==> src/rtl/bcd_conv_arbiter_pkg.sv <==
// Shared types and constants for the two-requester BCD-to-binary converter.
package bcd_conv_arbiter_pkg;

  localparam int unsigned DIGIT_W = 4;
  localparam int unsigned BIN_W   = 7;
  localparam int unsigned CNT_W   = 8;

  localparam logic [BIN_W-1:0] MAX_BIN = 7'd99;

  typedef enum logic [1:0] {
    IDLE = 2'd0,
    CONV = 2'd1,
    RESP = 2'd2
  } state_e;

  typedef struct packed {
    logic               id;
    logic [DIGIT_W-1:0] ten;
    logic [DIGIT_W-1:0] one;
  } operand_t;

endpackage

==> src/rtl/bcd2bin_core.sv <==
// Combinational two-digit BCD to binary conversion with digit range check.
module bcd2bin_core
  import bcd_conv_arbiter_pkg::*;
(
  input  logic [DIGIT_W-1:0] ONE,
  input  logic [DIGIT_W-1:0] TEN,
  output logic [BIN_W-1:0]   BIN,
  output logic               ERR
);

  logic [BIN_W-1:0] sum;

  always_comb begin
    sum = BIN_W'(TEN) * 7'd10 + BIN_W'(ONE);
    ERR = (ONE > 4'd9) || (TEN > 4'd9) || (sum > MAX_BIN);
    BIN = ERR ? '0 : sum;
  end

endmodule

==> src/rtl/bcd_conv_arbiter.sv <==
// Round-robin arbiter for two BCD operand requesters feeding one converter.
module bcd_conv_arbiter
  import bcd_conv_arbiter_pkg::*;
#(
  parameter logic [BIN_W-1:0] ERR_BIN = 7'd0
) (
  input  logic               CLK,
  input  logic               RST,
  input  logic               REQ0_VALID,
  input  logic [DIGIT_W-1:0] REQ0_ONE,
  input  logic [DIGIT_W-1:0] REQ0_TEN,
  output logic               REQ0_READY,
  input  logic               REQ1_VALID,
  input  logic [DIGIT_W-1:0] REQ1_ONE,
  input  logic [DIGIT_W-1:0] REQ1_TEN,
  output logic               REQ1_READY,
  output logic               RSP_VALID,
  output logic [BIN_W-1:0]   RSP_BIN,
  output logic               RSP_ERR,
  output logic               RSP_ID,
  input  logic               RSP_READY,
  output logic [CNT_W-1:0]   DONE_CNT
);

  state_e            state_q, state_d;
  operand_t          op_q, op_d;
  logic              last_q, last_d;
  logic [BIN_W-1:0]  bin_q, bin_d;
  logic              err_q, err_d;
  logic              id_q, id_d;
  logic [CNT_W-1:0]  cnt_q, cnt_d;
  logic              gnt, gnt_valid;
  logic              ready0_c, ready1_c;
  logic [BIN_W-1:0]  core_bin;
  logic              core_err;

  bcd2bin_core u_core (
    .ONE (op_q.one),
    .TEN (op_q.ten),
    .BIN (core_bin),
    .ERR (core_err)
  );

  // Under contention the requester not served last wins.
  always_comb begin
    if (REQ0_VALID && REQ1_VALID) gnt = ~last_q;
    else                          gnt = REQ1_VALID;
    gnt_valid = gnt ? REQ1_VALID : REQ0_VALID;
  end

  always_comb begin
    state_d  = state_q;
    op_d     = op_q;
    last_d   = last_q;
    bin_d    = bin_q;
    err_d    = err_q;
    id_d     = id_q;
    cnt_d    = cnt_q;
    ready0_c = 1'b0;
    ready1_c = 1'b0;
    case (state_q)
      IDLE: begin
        if (gnt_valid) begin
          ready0_c = ~gnt;
          ready1_c = gnt;
          op_d.id  = gnt;
          op_d.one = gnt ? REQ1_ONE : REQ0_ONE;
          op_d.ten = gnt ? REQ1_TEN : REQ0_TEN;
          last_d   = gnt;
          state_d  = CONV;
        end
      end
      CONV: begin
        bin_d   = core_err ? ERR_BIN : core_bin;
        err_d   = core_err;
        id_d    = op_q.id;
        state_d = RESP;
      end
      RESP: begin
        if (RSP_READY) begin
          cnt_d   = cnt_q + 8'd1;
          state_d = IDLE;
        end
      end
      default: state_d = IDLE;
    endcase
    // No handshake may be advertised while the register bank is being reset.
    if (RST) begin
      ready0_c = 1'b0;
      ready1_c = 1'b0;
    end
  end

  always_ff @(posedge CLK) begin
    if (RST) begin
      state_q <= IDLE;
      op_q    <= '0;
      last_q  <= 1'b1;
      bin_q   <= '0;
      err_q   <= 1'b0;
      id_q    <= 1'b0;
      cnt_q   <= '0;
    end else begin
      state_q <= state_d;
      op_q    <= op_d;
      last_q  <= last_d;
      bin_q   <= bin_d;
      err_q   <= err_d;
      id_q    <= id_d;
      cnt_q   <= cnt_d;
    end
  end

  assign REQ0_READY = ready0_c;
  assign REQ1_READY = ready1_c;
  assign RSP_VALID  = (state_q == RESP);
  assign RSP_BIN    = bin_q;
  assign RSP_ERR    = err_q;
  assign RSP_ID     = id_q;
  assign DONE_CNT   = cnt_q;

endmodule

==> config.mk <==
export PLATFORM = sky130hd
export DESIGN_NAME = bcd_conv_arbiter
export DESIGN_NICKNAME = d
export VERILOG_FILES = /design/src/rtl/bcd_conv_arbiter_pkg.sv /design/src/rtl/bcd2bin_core.sv /design/src/rtl/bcd_conv_arbiter.sv
export SDC_FILE = /design/constraint.sdc
export NUM_CORES = 1
export LEC_CHECK = 0
export BUFFER_PORTS_ARGS = -buffer_cell sky130_fd_sc_hd__buf_2
export CAP_MARGIN = 10
export CORE_MARGIN = 4
export CORE_UTILIZATION = 52
export CTS_CLUSTER_DIAMETER = 120
export DETAILED_ROUTE_END_ITERATION = 12
export PLACE_DENSITY = 0.79
export REMOVE_ABC_BUFFERS = 1
export SYNTH_ARGS = -nofsm -noshare
export SYNTH_HDL_FRONTEND = slang
export SYNTH_SLANG_ARGS = --single-unit
==> constraint.sdc <==
create_clock -name CLK -period 2.77 [get_ports CLK]
set_input_delay 0.554 -clock CLK [delete_from_list [all_inputs] [get_ports CLK]]
set_output_delay 0.554 -clock CLK [all_outputs]
set_load 0.005 [all_outputs]
; ---- Word level (Yosys, flattened, before mapping)
; Cells that the tools add are included.
; Widths: inputs -> output; s select.
[word_totals]
reg_bits = 29
latch_bits = 0
ram_bits = 0
mem_bits_ro = 0
inputBits = 21
out_inout_bits = 20
word_cells = 42
n_memories = 0
[op_classes]
addsub = 2
multipliers = 1
div_mod_pow = 0
order_cmp = 3
n_eq_ne = 4
shift = 0
mux = 14
n_bitwise = 2
reduce_logical = 7
[op_table]
columns = op, count
row1 = $add 8x1->8 const B, 1
row2 = $gt 4x4->1 const B, 2
row3 = $mux 1, 8
row4 = $mux 4, 2
row5 = $add 7x4->7, 1
row6 = $gt 7x7->1 const B, 1
row7 = $mux 7, 1
row8 = $mul 4x3->6 const B, 1
row9 = $pmux 2 s3, 1
row10 = $reduce_and 2->1, 3
row11 = $mux 2, 2
row12 = $eq 2x1->1 const B, 1
row13 = $eq 2x2->1 const B, 1
row14 = $logic_not 2->1, 1
row15 = $logic_or 1x1->1, 2
row16 = $ne 2x1->1 const B, 1
row17 = $ne 2x2->1 const B, 1
row18 = $not 1->1, 2
row19 = $logic_and 1x1->1, 1

; ---- Longest topological paths before layout
[logic_depth]
depth_word = 6
ltp_mapped = 9
ltp_nobuf = 9

; ---- Hierarchy
; A second synthesis with hierarchy kept.
[hier_totals]
cells_unflattened = 194
hier_area_um2 = 1592.8
[by_module_without_submodules]
columns = module, instances, cells_each, area_each_um2, seq_area_each_um2
row1 = bcd_conv_arbiter, 1, 146, 1238.7, 580.6
row2 = bcd2bin_core, 1, 48, 354.1, 0.0

; ---- Least setup slack after synthesis
; OpenSTA, ideal clock, no wires.
[synth_timing]
kind = register -> register
startpoint = register op_q[5] in the netlist's numbering
endpoint = register err_q, in the netlist RSP_ERR
setup_ns = 0.059
arrival_ns = 2.180
required_time_ns = 2.711
slack_ns = 0.531
stages_incl_launch_ff = 10
n_path_buf = 0
synth_period_minus_slack_ns = 2.239
path_cell_list = dfxtp_1 ha_1 ha_1 inv_1 fa_1 nor2b_1 a311oi_1 a21oi_2 a2bb2oi_4 a22o_1
[synth_via]
elab_chain_cells = 4
elab_cells_between_ends = 6
classes_between = add/sub (1) / mul (1) / order compare (2) / reduce/logical (2)
[synth_lines]
columns = item, line_no
row1 = start: declaration, bcd_conv_arbiter.sv:26  ; operand_t op_q, op_d;
row2 = start signal: assignment, bcd_conv_arbiter.sv:105  ; op_q <= op_d;
row3 = $mul 4x3->6, bcd2bin_core.sv:14  ; sum = BIN_W'(TEN) * 7'd10 + BIN_W'(ONE);
row4 = $add 7x4->7, bcd2bin_core.sv:14
row5 = $gt 7x7->1, bcd2bin_core.sv:15  ; ERR = (ONE > 4'd9) || (TEN > 4'd9) || (sum > MAX_BIN);
row6 = $logic_or 1x1->1 (*), bcd2bin_core.sv:15
row7 = end signal: assignment, bcd_conv_arbiter.sv:108  ; err_q <= err_d;
row8 = end: declaration, bcd_conv_arbiter.sv:29  ; logic err_q, err_d;
; Mark *: on every way between the ends. The rest lies on a longest branch, timed or not.
; A chain may end at the register's enable or synchronous reset.

; ---- Worst setup path after layout
; Ends and elaborated chain as after synthesis.

==> flow_metrics.py <==
metrics = {
    "run_status": {
        "status": "finished, final reports clean",
    },
    "logic_synthesis": {
        "synthMostInstantiatedCell": "dfxtp_1",
        "yosys.area.top_type_share": 0.3694,
        "synth.area.top_cells": "dfxtp_1, mux2i_1, ha_1",
        "synth-warning-count": 0,
        "ys_types": 38,
        "synth_common_cells": "dfxtp_1, nor2_1, inv_1, mux2i_1, xor2_1",
        "synth_seq_area_share": 0.3694,
        "ys_ff_latch": 29,
        "synth_edf_count": 0,
        "synthCells": 167,
        "yosys.area.top_type": "dfxtp_1",
        "synth_area_sq_um": 1572,
        "synth-main-ff-cell": "dfxtp_1",
        "synth_area_per_cell_sq_um": 9.410,
        "async_reset_ff_frac": 0,
    },
    "sta": {
        "setup_ws_ns": 0.2994,
        "drv_slew": 0,
        "holdWs_ns": 0.4548,
        "worst_slew_pin_slew_ns": 0.7438,
        "fin_crit_sh": 0.8919,
        "min_period_ns": 2.471,
        "slew-limit-headroom": 0.5041,
        "clock-skew-final_ns": 0.006591,
        "setup_viol": 0,
        "tns_ns": 0,
        "rsz0062_at_grt": "no",
        "max_freq_ghz": 0.4048,
        "finalHoldViolations": 0,
    },
    "die": {
        "dieHeight_um": 62.98,
        "initial_core_util": 0.5555,
        "io_pins": 41,
        "rows": 19,
        "die_w_um": 62.98,
        "core_area_sq_um": 2829,
        "die_area_sq_um": 3966,
    },
    "clock_tree": {
        "clock_latency_ns": 0.33,
        "numCtsBuffers": 5,
        "htree_levels": 2,
        "cts_root_buffer": "clkbuf_4",
        "cts_buffer_depth": 2,
        "cts_tree": "yes",
        "cts_sinks": 29,
        "cts.hold.buffers_added": 0,
        "postCtsSetupRepairBufs": 0,
        "ctsResizeCount": 0,
        "path_clk_slew_ns": 0.10,
    },
    "final_layout": {
        "antenna_cells": 0,
        "postLayoutCoreUtil": 0.6510,
        "num-fill-cells": 241,
        "layout-drive-gt1-share": 0.2837,
        "syn2layout_area_growth_pct": 17.20,
        "multi_input_area_sq_um": 918.4,
        "final_cell_count_no_fill": 239,
        "fin_nets": 237,
        "regArea_sq_um": 580.6,
        "design_area_sq_um": 1842,
    },
    "pwr": {
        "cellLeakagePower_nw": 0.8242,
        "p_comb_frac": 0.284,
        "swShare": 0.3416,
        "ir_drop_uv": 389.4,
        "p_sw_mw": 0.3469,
        "intPower_mw": 0.6685,
        "pwr_density_cell_nw_per_um2": 551.4,
        "p_total_mw": 1.015,
        "clockPowerShare": 0.250,
        "p_seq_frac": 0.466,
    },
    "route": {
        "viasPerCell": 5.665,
        "drtPass1Iterations": 5,
        "vias": 1354,
        "totalWireLength_um": 3335,
        "route.detailed.drc": 0,
        "antenna_left": 0,
        "drtIter0Drc": 36,
        "wire_per_inst_um": 13.95,
    },
    "setup_path": {
        "slowest_stage": "fa_1",
        "cp.arrival_ns": 2.75,
        "start_kind": "flop",
        "path_class": "flop to flop",
        "timing.critical_path.mode_cell": "ha_1",
        "cp_data_required_time_ns": 3.05,
        "crit_path_end_kind": "flop",
        "critPathMaxStageDelay_ns": 0.54,
        "critPathMaxFanout": 7,
        "path_cells": "ha_1 -> ha_1 -> inv_1 -> fa_1 -> nor2b_1 -> a311oi_1 -> a21oi_2 -> a2bb2oi_4 -> a22o_1",
    },
    "placement": {
        "placed_cell_area_sq_um": 1787,
        "dp_slack_ns": 0.3453,
        "dp_hpwl_um": 2536,
        "gp_congestion": 0.8190,
        "port_buffers": 40,
        "dpl.cell_count": 231,
    },
    "global_routing": {
        "grt_pass1_wl_um": 5892,
        "grt.total_usage": 0.1840,
        "grt_pass1_vias": 1387,
        "antenna_found_initial": 0,
        "gr-total-overflow": 0,
        "grt_max_degree": 36,
    },
    "worst_hold_path": {
        "hold_path_class": "flop to flop",
    },
    "run": {
        "drv_cap": 0,
    },
}
[registers in the layout, indices dropped and copies added, names as in the netlist]
register,count
RSP_ID,1
state_q,2
RSP_BIN,7
DONE_CNT,8
RSP_ERR,1
last_q,1
op_q,9
[logic make-up (layout without fill, tap and decap cells)]
group,after synthesis,after routing,synth area share
AO/OA/AOI/OAI,32,32,0.1855
AND/OR/NAND/NOR,58,58,0.1887
multiplexers,9,9,0.05733
flip-flops,29,29,0.3694
XOR/XNOR,12,12,0.07166
adder cells (fa/ha/maj),9,9,0.08121
buffers and inverters,18,59,0.04618
[cell usage in the layout (no fill, tap or decap), types with 2 or more instances in the layout]
master and count:
nor2_1 21, buf_2 40, nand4_1 3, a21oi_1 5, nor3_1 2, nand2b_1 3
o41ai_2 5, nor2b_1 5, mux2i_1 9, xor2_1 9, buf_4 2, nand2_1 7
clkinv_2 2, nand3_1 4, fa_1 2, clkbuf_4 5, nand3b_1 7, xnor2_1 2
and2_1 3, a211oi_1 8, dfxtp_1 29, inv_1 9, o21ai_0 3, ha_1 7
[critical path: cells and delay by family (launching register included)]
| family | cells | cell delay (ns) |
|---|---|---|
| flops | 1 | 0.36 |
| simple gates | 1 | 0.09 |
| fa+ha+maj | 3 | 0.98 |
| buf+inv | 1 | 0.05 |
| compound gates | 4 | 0.97 |
[power by group through the flow]
stage	sequential, mW	clock (mW)	combinational [mW]
2_1_floorplan	0.479	0	0.208
3_5_place_dp	0.483	0	0.288
4_1_cts	0.473	0.259	0.290
6_report	0.473	0.254	0.288
5_1_grt	0.479	0.287	0.318
3_3_place_gp	0.482	0	0.275
[cell type report]
cell class              count  share of cell area
multi-input cells         120              0.4986
well taps                  31             0.02106
clock inverters             3            0.009511
clock buffers               5             0.02038
flip-flops and latches     29              0.3152
repair buffers             42              0.1168
inverters                   9             0.01834
[worst paths after layout]
kind	from	to	slack, ns	depth (start not counted)
hold reg to reg	RSP_BIN[5]	RSP_BIN[5]	0.45	2
setup / recovery	op_q[5]	RSP_ERR	0.30	9
setup reg to reg	op_q[5]	RSP_ERR	0.30	9
hold / removal	RSP_BIN[5]	RSP_BIN[5]	0.45	2
[routing by layer]
metal  track usage  share of wire
met5             0              0
met3       0.04676          0.062
met4       0.09366          0.019
met2        0.3136           0.48
met1        0.2106           0.44
(Power assumes the default switching activity.)
